File: src/rtl/branch_cond_unit.sv
// branch_cond_unit: resolves B / B.cond / CBZ / CBNZ in decode.
// A taken branch issues a registered redirect to fetch. The unit flushes
// IF/ID on the first redirect cycle and stalls decode until fetch accepts.
// It also keeps saturating counts of evaluated and taken branches.
module branch_cond_unit #(
  parameter int unsigned ADDR_W = 64,
  parameter int unsigned CNT_W  = 16
) (
  input  logic              clk,
  input  logic              rst,
  input  logic              br_valid,
  input  logic [1:0]        br_kind,
  input  logic [3:0]        br_cond,
  input  logic [ADDR_W-1:0] br_target,
  input  logic              rt_is_zero,
  input  logic [3:0]        flags_q,
  input  logic              ex_setflags,
  input  logic              ex_n,
  input  logic              ex_z,
  input  logic              ex_v,
  input  logic              ex_c,
  input  logic              fetch_ready,
  output logic              redirect_valid,
  output logic [ADDR_W-1:0] redirect_pc,
  output logic              flush,
  output logic              stall,
  output logic [CNT_W-1:0]  br_total,
  output logic [CNT_W-1:0]  br_taken
);

  typedef enum logic {
    IDLE     = 1'b0,
    REDIRECT = 1'b1
  } state_t;

  localparam logic [CNT_W-1:0] CNT_ONE = {{(CNT_W-1){1'b0}}, 1'b1};

  state_t              state_q, state_d;
  logic                first_q, first_d;
  logic [ADDR_W-1:0]   redirect_pc_q, redirect_pc_d;
  logic [CNT_W-1:0]    br_total_q, br_total_d;
  logic [CNT_W-1:0]    br_taken_q, br_taken_d;

  logic                n_eff, z_eff, v_eff, c_eff;
  logic                gt;
  logic                cond_true;
  logic                taken;

  // Effective flags: an EX instruction writing flags this cycle overrides flags_q
  always_comb begin
    n_eff = ex_setflags ? ex_n : flags_q[0];
    z_eff = ex_setflags ? ex_z : flags_q[1];
    v_eff = ex_setflags ? ex_v : flags_q[2];
    c_eff = ex_setflags ? ex_c : flags_q[3];
  end

  // ARM condition-code decode and per-kind taken decision
  always_comb begin
    gt        = ~z_eff & (n_eff == v_eff);
    cond_true = 1'b1;
    unique case (br_cond)
      4'h0: cond_true = z_eff;
      4'h1: cond_true = ~z_eff;
      4'h2: cond_true = c_eff;
      4'h3: cond_true = ~c_eff;
      4'h4: cond_true = n_eff;
      4'h5: cond_true = ~n_eff;
      4'h6: cond_true = v_eff;
      4'h7: cond_true = ~v_eff;
      4'h8: cond_true = c_eff & ~z_eff;
      4'h9: cond_true = ~(c_eff & ~z_eff);
      4'hA: cond_true = (n_eff == v_eff);
      4'hB: cond_true = (n_eff != v_eff);
      4'hC: cond_true = gt;
      4'hD: cond_true = ~gt;
      default: cond_true = 1'b1;
    endcase
    unique case (br_kind)
      2'b00:   taken = 1'b1;
      2'b01:   taken = cond_true;
      2'b10:   taken = rt_is_zero;
      default: taken = ~rt_is_zero;
    endcase
  end

  // Next-state, redirect target latch and saturating statistics
  always_comb begin
    state_d       = state_q;
    first_d       = 1'b0;
    redirect_pc_d = redirect_pc_q;
    br_total_d    = br_total_q;
    br_taken_d    = br_taken_q;
    unique case (state_q)
      IDLE: begin
        if (br_valid) begin
          if (br_total_q != '1) br_total_d = br_total_q + CNT_ONE;
          if (taken) begin
            if (br_taken_q != '1) br_taken_d = br_taken_q + CNT_ONE;
            redirect_pc_d = br_target;
            first_d       = 1'b1;
            state_d       = REDIRECT;
          end
        end
      end
      REDIRECT: begin
        // Decode instructions here are wrong-path: br_valid is not looked at.
        if (fetch_ready) state_d = IDLE;
      end
      default: state_d = IDLE;
    endcase
  end

  // State and datapath registers, asynchronous active-low reset
  always_ff @(posedge clk or negedge rst) begin
    if (!rst) begin
      state_q       <= IDLE;
      first_q       <= 1'b0;
      redirect_pc_q <= '0;
      br_total_q    <= '0;
      br_taken_q    <= '0;
    end else begin
      state_q       <= state_d;
      first_q       <= first_d;
      redirect_pc_q <= redirect_pc_d;
      br_total_q    <= br_total_d;
      br_taken_q    <= br_taken_d;
    end
  end

  // Outputs decode purely from registered state so reset clears them at once
  always_comb begin
    redirect_valid = (state_q == REDIRECT);
    stall          = (state_q == REDIRECT);
    flush          = (state_q == REDIRECT) & first_q;
    redirect_pc    = redirect_pc_q;
    br_total       = br_total_q;
    br_taken       = br_taken_q;
  end

endmodule

File: config.mk
export PLATFORM = sky130hd
export DESIGN_NAME = branch_cond_unit
export DESIGN_NICKNAME = d
export VERILOG_FILES = /design/src/rtl/branch_cond_unit.sv
export SDC_FILE = /design/constraint.sdc
export NUM_CORES = 1
export LEC_CHECK = 0
export ABC_AREA = 1
export CORE_MARGIN = 1.5
export CORE_UTILIZATION = 44
export DETAILED_ROUTE_END_ITERATION = 12
export PLACE_DENSITY = 0.81
export SETUP_SLACK_MARGIN = 0.2
export SYNTH_ARGS = -nofsm -noshare
export SYNTH_HDL_FRONTEND = slang
export SYNTH_SLANG_ARGS = --single-unit
File: constraint.sdc
create_clock -name clk -period 2.3 [get_ports clk]
set_input_delay 0.69 -clock clk [delete_from_list [all_inputs] [get_ports clk]]
set_output_delay 0.69 -clock clk [all_outputs]
set_load 0.03 [all_outputs]
==> results_dict.tcl <==
set metrics [dict create \
    drive_gt1_share_pct 12.72 \
    finalWeightedCongestion 0.8876 \
    leakagePower_nw 4.032 \
    reg2reg_slack_ns 0.32 \
    maxSlewViolCount 0 \
    fin_tns_setup_ns 0 \
    clk_pin_slew_worst_paths_ns 0.11 \
    setup_viol 0 \
    cp.depth 15 \
    cts_sinks 98 \
    syn-num-nets 652 \
    yosysTopAreaCellShare_pct 53.36 \
    seq_area_um2 2455 \
    critPathRequiredTime_ns 2.56 \
    synth_common_cells "295 x nand2_1, 98 x dfrtp_1, 33 x inv_1" \
    placed_area_um2 6641 \
    final_cell_area_um2 7263 \
    vias 4610 \
    avgRoutedWirePerCell_um 15.42 \
    finalCriticalPeriod_ns 2.117 \
    clock.fmax_ghz 0.4723 \
    worstSkewPairLatency_ns 0.36 \
    clockBufferDepth 2 \
    r2r_cells 8 \
    dpl.cell_count 883 \
    multi_input_area_um2 1988 \
    cts_htree_levels 3 \
    ys_warn_count 0 \
    synth_cell_type_count 25 \
    synth_top_cell_by_area "dfrtp_1" \
    stdcell_count 914 \
    worst_ir_drop_vdd_mv 0.5207 \
    crit_arrival_ns 2.38 \
    tightest_slew_ns 0.5151 \
    crit_chain "dlygate4sd2_1, buf_4, nor2_1, nand3_2, nand2_1, o21ai_2, nand2_1, nand3_2, nand2_4, nand2_8, buf_8, buf_6, buf_16, nand2_1, nand2_1" \
    dp_hpwl_um 9420 \
    hold_ws_ns 0.2921 \
    path_delay_family "simple AND/OR/NAND/NOR gates" \
    dr.pass1.iters 5 \
    max_stage_delay_ns 0.27 \
    cp-end-kind "flop" \
    yosysSeqAreaShare_pct 53.36 \
    synth.cell_area_um2 4596 \
    ant_nets 0 \
    grt.total_usage_pct 24.52 \
    synth_edf_count 0 \
    n_antenna_cell 0 \
    antenna_found_initial 0 \
    portBuffers 182 \
    die_area_um2 11070 \
    routed_via_density 5.044 \
    rows 37 \
    cts_buffers 9 \
    startpoint_type "input port" \
    clockRootBuffer "clkbuf_8" \
    syn2layout_area_growth_pct 58.05 \
    fin_skew_ns 0.01266 \
    drc_errors 0 \
    crit_fanout 6 \
    worstReg2RegStart "br_taken[1]" \
    nFillCells 781 \
    gr-total-overflow 0 \
    crit_top_cell "nand2_1" \
    synth-main-ff-cell "dfrtp_1" \
    reg2reg_to "br_taken[2]" \
    nets 860 \
    criticalPathCategory "in -> reg" \
    drt_iter0_markers 269 \
    grt_max_degree 43 \
    grt_pass1_wl_um 21670 \
    die_w_um 105.2 \
    avgSynthCellArea_um2 8.120 \
    cts_tree "yes" \
    start_util_pct 44.92 \
    core-area_um2 10230 \
    fp.dieH_um 105.2 \
    ioPinCount 183 \
    async_reset_ff_share_pct 100.0 \
    period_share_pct 92.06 \
    hold_viol 0 \
    hold_class "in -> async" \
    grt_pass1_vias 4550 \
    synth.area.top_cells "dfrtp_1 53%, nand2_1 24%, nand4_1 2.9%, xor2_1 2.9%, inv_1 2.7%" \
    routed_wl_um 14090 \
    cp_slowest_cell "dlygate4sd2_1" \
    p_per_area_nw_per_um2 866.1 \
    rsz0062_at_grt "false" \
    cp.buffers_inverters 5 \
    ys_ff_latch 98 \
    yosys.cell_count.top_type "nand2_1" \
    max_slew_margin_pct 65.66 \
    final_util_pct 70.99 \
    maxCapViolations 0 \
    syn_inst 566 \
    outcome "complete, no violations" \
]
[registers in the layout (all words and copies together), names as in the netlist]
register / count
first_q: 1
br_total: 16
br_taken: 16
redirect_pc: 64
redirect_valid: 1
[how the worst max path moves through the flow]
stage | from | endpoint
detailed placement | ex_setflags | redirect_pc[50]
floorplan | br_total[0] | br_total[13]
CTS | redirect_pc[1] | redirect_pc[1]
global placement | ex_setflags | redirect_pc[34]
global route | br_cond[0] | br_taken[12]
finish | br_cond[0] | redirect_pc[50]
[timing repair]
action / 4_1_cts / 5_1_grt
pin swaps: 17 / 24
endpoints found under the hold margin: 0 / 0
cloned: 5 / 5
setup endpoints to repair: 157 / 100
gates resized for setup: 115 / 65
setup buffers: 4 / 2
hold buffers: 0 / 0
[layout by cell type, fill, tap and decap left out, types with 8 or more instances in the layout]
| cell | Yosys | routed |
|---|---|---|
| nand2_1 | 295 | 272 |
| dfrtp_1 | 98 | 96 |
| dlygate4sd2_1 | 0 | 78 |
| clkdlybuf4s50_1 | 0 | 72 |
| inv_1 | 33 | 33 |
| nand2_2 | 2 | 23 |
| dlymetal6s2s_1 | 0 | 23 |
| nand4_1 | 21 | 21 |
| nor2_1 | 20 | 19 |
| nand3_1 | 24 | 18 |
| buf_4 | 2 | 17 |
| xor2_1 | 15 | 15 |
| xnor2_1 | 14 | 14 |
| clkbuf_8 | 0 | 9 |
| nand3_2 | 3 | 8 |
[worst register-to-register path: cells and delay by family (launching register included)]
family	cells	cell delay, ns
flip-flops	1	0.42
buffers and inverters	1	0.19
adder cells (fa/ha/maj)	1	0.23
AND/OR/NAND/NOR	6	1.05
[report_power, final]
group / leakage [nW] / switching, mW / internal (mW)
clock: 0.0787 / 0.609 / 0.399
combinational: 2.71 / 1.73 / 1.07
sequential: 1.24 / 0.325 / 2.15
[layout make-up]
type	count	area share [%]
Tap cell	136	2.343
Timing Repair inverter	1	0.1550
Sequential cell	98	33.80
Multi-Input combinational cell	412	27.37
Timing Repair Buffer	216	31.70
Inverter	36	2.257
Clock inverter	6	0.6718
Clock buffer	9	1.705
[cell families (layout without fill, tap and decap cells)]
| kind of cell | after synthesis | count (layout) | share of synthesized area, % |
|---|---|---|---|
| AOI/OAI and AO/OA | 3 | 3 | 0.3266 |
| and+or+nand+nor | 378 | 378 | 34.01 |
| adders and majority gates | 2 | 2 | 0.5444 |
| xor gates and xnor gates | 29 | 29 | 5.527 |
| buffers and inverters | 56 | 268 | 6.235 |
| DFF | 98 | 98 | 53.36 |
[metal layers]
metal	up-vias	GRT usage [%]	wire length (um)
met5	-	0	0
met4	0	13.31	713
met3	65	3.805	589
met2	189	43.42	7413
met1	2180	28.31	5377
li1	2176	-	-
[stage by stage]
| step | power, mW | setup slack [ns] |
|---|---|---|
| 3_3_place_gp | 5.234 | -0.3227 |
| 2_1_floorplan | 3.976 | 0.2036 |
| 3_5_place_dp | 5.310 | -0.4891 |
| 5_1_grt | 6.617 | 0.1249 |
| 6_report | 6.291 | 0.1825 |
| 4_1_cts | 6.222 | 0.2011 |
No activity file was read; power rests on OpenSTA's default activity.
